File: src/rtl/sm2201_pkg.sv
// Shared encodings and default constants for the ISA read byte sequencer.
package sm2201_pkg;

  typedef enum logic [2:0] {
    IDLE       = 3'd0,
    LOADED     = 3'd1,
    LOW_DRIVE  = 3'd2,
    WAIT_HIGH  = 3'd3,
    HIGH_DRIVE = 3'd4
  } seq_state_t;

  localparam int SYNC_STAGES_DEF    = 2;
  localparam int TIMEOUT_CYCLES_DEF = 1000;

endpackage

File: src/rtl/isa_strobe_sync.sv
// Brings the asynchronous ior strobe into the clk domain and emits
// one-cycle rise/fall pulses from a registered copy of the synchronised level.
module isa_strobe_sync #(
  parameter int SYNC_STAGES = 2
) (
  input  logic clk,
  input  logic reset,
  input  logic ior,
  output logic rise,
  output logic fall
);

  logic [SYNC_STAGES-1:0] sync;
  logic                   prev;

  always_ff @(posedge clk or posedge reset) begin
    if (reset) begin
      sync <= '0;
      prev <= 1'b0;
    end else begin
      sync[0] <= ior;
      for (int i = 1; i < SYNC_STAGES; i++) sync[i] <= sync[i-1];
      prev <= sync[SYNC_STAGES-1];
    end
  end

  assign rise = sync[SYNC_STAGES-1] & ~prev;
  assign fall = ~sync[SYNC_STAGES-1] & prev;

endmodule

File: src/rtl/isa_read_byte_sequencer.sv
// Presents a 16-bit CAMAC word to the ISA bus as two byte reads via an LS257.
// Optional high-byte read timeout: define ISA_SEQ_TIMEOUT_EN.
module isa_read_byte_sequencer
  import sm2201_pkg::*;
#(
  parameter int TIMEOUT_CYCLES = TIMEOUT_CYCLES_DEF,
  parameter int SYNC_STAGES    = SYNC_STAGES_DEF
) (
  input  logic        clk,
  input  logic        reset,
  input  logic        ior,
  input  logic        address_match,
  input  logic [15:0] camac_data,
  input  logic        camac_data_valid,
  output logic [7:0]  mux_a,
  output logic [7:0]  mux_b,
  output logic        mux_select,
  output logic        mux_out_control,
  output logic        busy,
  output logic        overrun,
  output logic        timeout
);

  if (TIMEOUT_CYCLES < 2 || SYNC_STAGES < 1) begin : g_bad_param
    $error("isa_read_byte_sequencer: TIMEOUT_CYCLES >= 2 and SYNC_STAGES >= 1 required");
  end

  seq_state_t state, state_nxt;
  logic       rise, fall;
  logic       sel_nxt, oc_nxt, busy_nxt, load;
  logic       timeout_hit;

  isa_strobe_sync #(.SYNC_STAGES(SYNC_STAGES)) u_sync (
    .clk   (clk),
    .reset (reset),
    .ior   (ior),
    .rise  (rise),
    .fall  (fall)
  );

`ifdef ISA_SEQ_TIMEOUT_EN
  localparam int TW = $clog2(TIMEOUT_CYCLES);
  logic [TW-1:0] tcnt;

  assign timeout_hit = (state == WAIT_HIGH) && (tcnt == TW'(TIMEOUT_CYCLES - 1));

  always_ff @(posedge clk or posedge reset) begin
    if (reset) begin
      tcnt    <= '0;
      timeout <= 1'b0;
    end else begin
      tcnt <= (state == WAIT_HIGH && !timeout_hit) ? tcnt + 1'b1 : '0;
      if (timeout_hit) timeout <= 1'b1;
    end
  end
`else
  assign timeout_hit = 1'b0;
  assign timeout     = 1'b0;
`endif

  // select moves only on cycles where the bus is already released: it is
  // raised while parked in WAIT_HIGH and dropped while parked in IDLE.
  always_comb begin
    state_nxt = state;
    sel_nxt   = mux_select;
    oc_nxt    = mux_out_control;
    busy_nxt  = busy;
    load      = 1'b0;
    case (state)
      IDLE: begin
        sel_nxt  = 1'b0;
        oc_nxt   = 1'b1;
        busy_nxt = 1'b0;
        if (camac_data_valid) begin
          load      = 1'b1;
          busy_nxt  = 1'b1;
          state_nxt = LOADED;
        end
      end
      LOADED: begin
        sel_nxt = 1'b0;
        if (rise && address_match) begin
          oc_nxt    = 1'b0;
          state_nxt = LOW_DRIVE;
        end
      end
      LOW_DRIVE: begin
        if (fall) begin
          oc_nxt    = 1'b1;
          state_nxt = WAIT_HIGH;
        end
      end
      WAIT_HIGH: begin
        sel_nxt = 1'b1;
        if (timeout_hit) begin
          busy_nxt  = 1'b0;
          state_nxt = IDLE;
        end else if (rise && address_match) begin
          oc_nxt    = 1'b0;
          state_nxt = HIGH_DRIVE;
        end
      end
      HIGH_DRIVE: begin
        if (fall) begin
          oc_nxt    = 1'b1;
          busy_nxt  = 1'b0;
          state_nxt = IDLE;
        end
      end
      default: begin
        oc_nxt    = 1'b1;
        busy_nxt  = 1'b0;
        state_nxt = IDLE;
      end
    endcase
  end

  always_ff @(posedge clk or posedge reset) begin
    if (reset) begin
      state           <= IDLE;
      mux_a           <= '0;
      mux_b           <= '0;
      mux_select      <= 1'b0;
      mux_out_control <= 1'b1;
      busy            <= 1'b0;
      overrun         <= 1'b0;
    end else begin
      state           <= state_nxt;
      mux_select      <= sel_nxt;
      mux_out_control <= oc_nxt;
      busy            <= busy_nxt;
      if (load) begin
        mux_a <= camac_data[7:0];
        mux_b <= camac_data[15:8];
      end
      if (camac_data_valid && state != IDLE) overrun <= 1'b1;
    end
  end

endmodule

File: config.mk
export PLATFORM = sky130hd
export DESIGN_NAME = isa_read_byte_sequencer
export DESIGN_NICKNAME = d
export VERILOG_FILES = /design/src/rtl/sm2201_pkg.sv /design/src/rtl/isa_strobe_sync.sv /design/src/rtl/isa_read_byte_sequencer.sv
export SDC_FILE = /design/constraint.sdc
export NUM_CORES = 1
export LEC_CHECK = 0
export CAP_MARGIN = 20
export CELL_PAD_IN_SITES_DETAIL_PLACEMENT = 1
export CELL_PAD_IN_SITES_GLOBAL_PLACEMENT = 1
export CORE_ASPECT_RATIO = 1.25
export CORE_MARGIN = 1
export CORE_UTILIZATION = 35
export CTS_BUF_LIST = sky130_fd_sc_hd__clkbuf_8
export CTS_CLUSTER_DIAMETER = 200
export DETAILED_ROUTE_END_ITERATION = 8
export MAX_ROUTING_LAYER = met4
export PLACE_DENSITY = 0.78
export SLEW_MARGIN = 20
export SYNTH_ARGS = -nofsm -noshare
export SYNTH_HDL_FRONTEND = slang
export SYNTH_HIERARCHICAL = 1
export SYNTH_SLANG_ARGS = --single-unit
File: constraint.sdc
create_clock -name clk -period 5.6 [get_ports clk]
set_clock_uncertainty 0.2 [all_clocks]
set_input_delay 0.56 -clock clk [delete_from_list [all_inputs] [get_ports clk]]
set_output_delay 0.56 -clock clk [all_outputs]
set_load 0.02 [all_outputs]
==> out/metrics.csv, run 1 <==
stage;metric;value;unit
layout;areaGrowthSynthToFinish;41.91;%
die;fp.dieArea;3413;um2
synth;synthArstFlopShare;100.0;%
synth;synthTopCellsByArea;dfrtp_1 56%, mux2_4 13%, mux2_2 6.1%;
grt;overflow;0;
sta;worst_pin_slew;0.8731;ns
sta;fmax;451.3;MHz
job;maxCapViolations;0;
synth;synth_compound_area_share;4.382;%
synth;synth_edf_count;0;
power_and_ir_drop;vdd_drop_max;0.3185;mV
grt;grt_usage;15.89;%
power_and_ir_drop;p_sw;0.2949;mW
sta;drv_slew;0;
synth;yosys.area_share.simple;12.02;%
power_and_ir_drop;pwr-share-comb;46.6;%
die;die_h;65.07;um
layout;fillerInstances;318;
worst_setup_path;critical_path_required;4.84;ns
worst_setup_path;cpMaxStageDelayCell;clkdlybuf4s50_1;
cts;cts_buffers;3;
placed_design;dp_slack;3.278;ns
placed_design;port_buffers;40;
sta;rsz0062_at_grt;false;
layout;diodes;0;
die;core;2973;um2
cts;clk_transition_reported_paths;0.09;ns
synth;yosysSeqAreaShare;58.54;%
drt;routed_wirelength;2247;um
cts;clockBufferDepth;2;
worst_setup_path;start_kind;flip-flop;
grt;grt_pass1_vias;831;
worst_setup_path;critical_path_class;flip-flop to output port;
die;die_w;52.45;um
die;ioPinCount;42;
synth;synthCells;77;
power_and_ir_drop;p_sw_share;34.30;%
synth;synth-xor-area-share;0.7865;%
grt;grt_max_degree;24;
power_and_ir_drop;power_frac_seq;39.1;%
drt;ant_nets;0;
placed_design;gp_congestion;0.6981;
synth;syn_area_per_cell;14.46;um2
worst_setup_path;crit_chain;clkdlybuf4s50_1;
min_path;worstHoldPathType;flip-flop to flip-flop;
synth;ys_ff_latch;26;
drt;wl_per_cell;14.69;um
synth;synthAdderAreaFrac;0;%
synth;synth_top_family_by_area;multiplexers;
power_and_ir_drop;p_per_area;543.9;nW/um2
power_and_ir_drop;p_leak;0.6639;nW
synth;synth_common_cells;25 x dfrtp_1, 10 x mux2_4, 6 x mux2_2, 4 x nor2b_1, 3 x nand2b_1;
sta;tns;0;ns
power_and_ir_drop;clkPwrFrac;14.2;%
sta;min_period;2.216;ns
layout;fin_util;53.16;%
synth;syn_nets;98;
synth;synth_mux_area_share;19.55;%
cts;clk_latency;0.27;ns
cts;ctsResizeCount;0;
run_status;status;finished clean;
drt;drtIter0Drc;3;
worst_setup_path;cp_num_buf_inv;1;
synth;yosys_most_used_dff;dfrtp_1;
worst_setup_path;endpoint_kind;output port;
die;rows;22;
sta;fin_crit_sh;39.57;%
cts;cts_root_buffer;clkbuf_8;
worst_setup_path;cp.arrival;1.46;ns
cts;cts.sinks;26;
sta;maxSlewHeadroom;41.73;%
placed_design;hpwlAfterDp;1626;um
power_and_ir_drop;finalPower;0.8596;mW
worst_setup_path;cp_top_family;buffers and inverters;
sta;hold_viol_final;0;
synth;yosysUniqueCellTypes;28;
grt;antenna_found_initial;0;
layout;drive_above_1_share;20.51;%
layout;nets;139;
synth;synthesis.area;1114;um2
worst_setup_path;crit_path_max_fanout;4;
die;initial_core_util;37.46;%
worst_setup_path;slowest_delay;0.61;ns
worst_setup_path;reg2reg_slack;3.76;ns
synth;synth_top_area_share;56.18;%
sta;final.setup.worst_slack;3.384;ns
drt;drc;0;
drt;num_vias;757;
sta;holdWs;0.1674;ns
cts;tritoncts;done;
synth;yosys_warnings;6;
synth;synth_most_common_cell;dfrtp_1;
drt;viasPerCell;4.948;
cts;cts_hold_buf;0;
sta;setup_violations;0;
cts;htree_levels;1;
power_and_ir_drop;p_int;0.5647;mW
synth;yosysTopAreaCell;dfrtp_1;
cts;post_cts_buffers;0;
grt;grt_pass1_wl;3850;um
drt;dr.pass1.iters;2;
[sequential cells by signal (all words and copies together) (netlist names)]
register and flops:
mux_a 8, mux_b 8, state 3, u_sync/sync 2, busy 1, mux_out_control 1
mux_select 1, overrun 1, u_sync/prev 1
[area by class of cell]
type	instances	area [um2]	area share, %
clock buffers	4	55.05	3.484
multi-input cells	44	412.9	26.13
flip-flops and latches	26	651.9	41.25
repair buffers	41	407.9	25.81
well taps	36	45.04	2.850
inverters	2	7.507	0.4751
[stage by stage]
stage	cells	instance area (um2)
3_3_place_gp	149	1525
2_1_floorplan	77	1114
6_report	153	1580
5_1_grt	153	1580
3_5_place_dp	149	1525
4_1_cts	153	1580
[layout by cell type (no fill, tap or decap)]
| cell | count |
|---|---|
| nand3_1 | 1 |
| nor4b_4 | 1 |
| clkbuf_8 | 4 |
| clkdlybuf4s50_1 | 40 |
| inv_1 | 2 |
| xor2_1 | 1 |
| o31ai_1 | 2 |
| nor3b_1 | 1 |
| dfstp_2 | 1 |
| and3b_1 | 1 |
| nand2_1 | 2 |
| a211oi_1 | 2 |
| and2b_2 | 1 |
| dfrtp_1 | 25 |
| mux2_4 | 10 |
| nand2b_1 | 3 |
| nor2_1 | 2 |
| o22a_1 | 1 |
| nand4_1 | 1 |
| nor2b_1 | 4 |
| mux2_2 | 6 |
| o21ai_0 | 2 |
| nor4b_1 | 1 |
| conb_1 | 1 |
| nor4_1 | 1 |
| buf_4 | 1 |
[power groups by stage]
stage / Clock [mW] / Sequential (mW) / Combinational, mW
global placement: 0 / 0.336 / 0.397
detailed placement: 0 / 0.340 / 0.406
floorplan: 0 / 0.402 / 0.170
global route: 0.135 / 0.349 / 0.429
finish: 0.122 / 0.337 / 0.401
CTS: 0.125 / 0.338 / 0.407
[per-layer routing]
metal / vias up / part of all wire, % / track usage, %
li1: 346 / - / -
met1: 378 / 42 / 19.23
met2: 27 / 51 / 24.84
met3: 6 / 5.1 / 3.286
met4: 0 / 2.0 / 7.566
met5: - / 0 / -
[cell families after synthesis]
| kind of cell | after synthesis |
|---|---|
| flops | 26 |
| simple gates | 19 |
| mux | 16 |
| compound gates | 7 |
| buf+inv | 7 |
| xor+xnor | 1 |
| other cells | 1 |
[path summary, 6_finish.rpt]
| path | startpoint | end | cells after the start |
|---|---|---|---|
| max in group asynchronous | reset | busy$_DFFE_PP0P_ | 2 |
| hold / removal | u_sync/sync[0]$_DFF_PP0_ | u_sync/sync[1]$_DFF_PP0_ | 0 |
| setup reg to reg | state[1]$_DFFE_PP0P_ | mux_a[1]$_DFFE_PP0P_ | 3 |
| hold reg to reg | u_sync/sync[0]$_DFF_PP0_ | u_sync/sync[1]$_DFF_PP0_ | 0 |
| min in group asynchronous | reset | u_sync/sync[1]$_DFF_PP0_ | 2 |
| setup / recovery | mux_out_control$_DFFE_PP1P_ | mux_out_control | 1 |
(Power assumes the default switching activity.)
==> run 2: changes to the inputs <==
--- a/config.mk
+++ b/config.mk
@@ -10,12 +10,12 @@
 export CELL_PAD_IN_SITES_GLOBAL_PLACEMENT = 1
 export CORE_ASPECT_RATIO = 1.25
 export CORE_MARGIN = 1
-export CORE_UTILIZATION = 35
+export CORE_UTILIZATION = 32
 export CTS_BUF_LIST = sky130_fd_sc_hd__clkbuf_8
 export CTS_CLUSTER_DIAMETER = 200
 export DETAILED_ROUTE_END_ITERATION = 8
 export MAX_ROUTING_LAYER = met4
-export PLACE_DENSITY = 0.78
+export PLACE_DENSITY = 0.75
 export SLEW_MARGIN = 20
 export SYNTH_ARGS = -nofsm -noshare
 export SYNTH_HDL_FRONTEND = slang
==> constraint.sdc (replaced) <==
create_clock -name clk -period 2 [get_ports clk]
set_clock_uncertainty 0.2 [all_clocks]
set_input_delay 0.2 -clock clk [delete_from_list [all_inputs] [get_ports clk]]
set_output_delay 0.2 -clock clk [all_outputs]
set_load 0.02 [all_outputs]
==> run 2 against run 1 <==
Compared with the run above: global-route usage down 1.1 points; cell count grew 3.9%; combinational power grew to 3.0 times the previous value; sequential share of layout area fell by 1.1 points; non-clock buffer count up 5; critical path depth is the same; count of clock-buffer cells in the layout did not move; total power rose to 2.8 times the previous value; critical path type unchanged; largest cell class unchanged.
==> out/metrics.csv, run 2 (synthesis gave the netlist of run 1 again) <==
stage;metric;value;unit;change
layout;final_common_cell;clkdlybuf4s50_1;;unchanged
drt;routed_wirelength;2371;um;was 2247 um
drt;dr.pass1.iters;4;;was 2
layout;finalInstanceArea;1622;um2;was 1580 um2
run_status;status;finished clean;;unchanged
layout;top_regs;mux_a: 8 flops, mux_b: 8 flops, state: 3 flops;;unchanged
layout;nets;144;;was 139
placed_design;dp_slack;0.1449;ns;was 3.278 ns
cts;cts_hold_buf;1;;was 0
grt;grt_pass1_wl;3712;um;was 3850 um
sta;setup_violations;0;;unchanged
layout;final_cell_mix;40 x clkdlybuf4s50_1, 25 x dfrtp_1, 10 x mux2_4;;unchanged
grt;grt_use_met3;2.444;%;was 3.286%
layout;drive_above_1_share;22.95;%;was 20.51%
grt;gr-usage-met1;19.89;%;was 19.23%
placed_design;hpwlAfterDp;1843;um;was 1626 um
die;core;3252;um2;was 2973 um2
die;ioPinCount;42;;unchanged
cts;post_cts_buffers;0;;unchanged
grt;overflow;0;;unchanged
die;die_h;67.96;um;was 65.07 um
placed_design;gp_congestion;0.7127;;was 0.6981
sta;rsz0062_at_grt;false;;unchanged
die;rows;23;;was 22
cts;cts.sinks;26;;unchanged
cts;cts_buffers;3;;unchanged
drt;ant_nets;0;;unchanged
worst_setup_path;crit_chain;clkdlybuf4s50_1;;unchanged
worst_setup_path;crit_path_max_fanout;4;;unchanged
sta;hold_viol_final;0;;unchanged
cts;ctsResizeCount;0;;unchanged
die;die_w;54.76;um;was 52.45 um
die;initial_core_util;34.24;%;was 37.46%
layout;diodes;0;;unchanged
sta;holdWs;0.1593;ns;was 0.1674 ns
cts;clockBufferDepth;2;;unchanged
placed_design;place_area;1556;um2;was 1525 um2
sta;drv_slew;0;;unchanged
power_and_ir_drop;vdd_drop_max;0.8173;mV;was 0.3185 mV
drt;drc;0;;unchanged
layout;areaGrowthSynthToFinish;45.62;%;was 41.91%
worst_setup_path;start_kind;flip-flop;;unchanged
worst_setup_path;cp_top_family;buffers and inverters;;unchanged
placed_design;port_buffers;40;;unchanged
sta;fmax;549.0;MHz;
drt;viasPerCell;4.610;;was 4.948
grt;use_met2;21.54;%;was 24.84%
min_path;worstHoldPathType;flip-flop to flip-flop;;unchanged
cts;tritoncts;done;;unchanged
grt;grt_usage;14.80;%;was 15.89%
cts;clk_transition_reported_paths;0.08;ns;was 0.09 ns
sta;min_period;1.821;ns;
power_and_ir_drop;p_per_area;1501;nW/um2;was 543.9 nW/um2
sta;final.setup.worst_slack;0.1786;ns;was 3.384 ns
worst_setup_path;cp.arrival;1.42;ns;was 1.46 ns
cts;htree_levels;1;;unchanged
sta;fin_crit_sh;91.07;%;
die;fp.dieArea;3721;um2;was 3413 um2
grt;grt_pass1_vias;798;;was 831
drt;drtIter0Drc;8;;was 3
grt;grt_max_degree;21;;was 24
worst_setup_path;critical_path_required;1.60;ns;was 4.84 ns
worst_setup_path;endpoint_kind;output port;;unchanged
worst_setup_path;critical_path_class;flip-flop to output port;;unchanged
layout;fillerInstances;344;;was 318
grt;grt-busiest-layer;met2;;unchanged
worst_setup_path;slowest_delay;0.60;ns;was 0.61 ns
worst_setup_path;cp_num_buf_inv;1;;unchanged
drt;wl_per_cell;14.91;um;was 14.69 um
grt;antenna_found_initial;0;;unchanged
power_and_ir_drop;p_leak;0.6886;nW;was 0.6639 nW
job;maxCapViolations;0;;unchanged
drt;num_vias;733;;was 757
sta;tns;0;ns;unchanged
cts;clk_latency;0.26;ns;was 0.27 ns
worst_setup_path;cpMaxStageDelayCell;clkdlybuf4s50_1;;unchanged
cts;cts_root_buffer;clkbuf_8;;unchanged
[run 2: cell count changes in the layout (fill, tap and decap cells not counted)]
cell,delta
buf_4,+4
dlygate4sd3_1,+1
[run 2: power by group]
group	leakage [nW]	switching [mW]	internal (mW)	total [mW]
clock network	0.0288	0.148	0.175	0.323
logic	0.355	0.516	0.674	1.19
registers	0.305	0.164	0.756	0.920
total	0.689	0.828	1.61	2.43
[run 2: cell type report]
cell class	instances	area, um2	area share (%)
clock buffers	4	55.05	3.395
inverters	2	7.507	0.4630
multi-input cells	44	412.9	25.46
flip-flops and latches	26	651.9	40.20
well taps	37	46.29	2.855
repair buffers	46	447.9	27.62
[run 2: worst paths after layout]
path / start / end / slack [ns] / depth (start not counted)
max: mux_out_control$_DFFE_PP1P_ / mux_out_control / 0.18 / 1
min: u_sync/sync[0]$_DFF_PP0_ / u_sync/sync[1]$_DFF_PP0_ / 0.16 / 0
max reg2reg: state[0]$_DFFE_PP0P_ / mux_b[7]$_DFFE_PP0P_ / 0.26 / 3
min reg2reg: u_sync/sync[0]$_DFF_PP0_ / u_sync/sync[1]$_DFF_PP0_ / 0.16 / 0
max in group asynchronous: reset / mux_a[4]$_DFFE_PP0P_ / 0.63 / 4
min in group asynchronous: reset / u_sync/sync[0]$_DFF_PP0_ / 0.49 / 3
[run 2: metrics by stage]
stage | power (mW) | std cells | util (%)
2_1_floorplan | 1.601 | 77 | -
3_3_place_gp | 2.086 | 154 | 47.86
3_5_place_dp | 2.116 | 154 | 47.86
4_1_cts | 2.470 | 159 | 49.87
5_1_grt | 2.574 | 159 | 49.87
6_report | 2.434 | 159 | 49.87
[run 2: per-layer routing]
layer	part of all wire, %	wire length [um]
met3	5.0	118
met2	50	1189
met4	0.89	21
met1	44	1043
met5	0	0
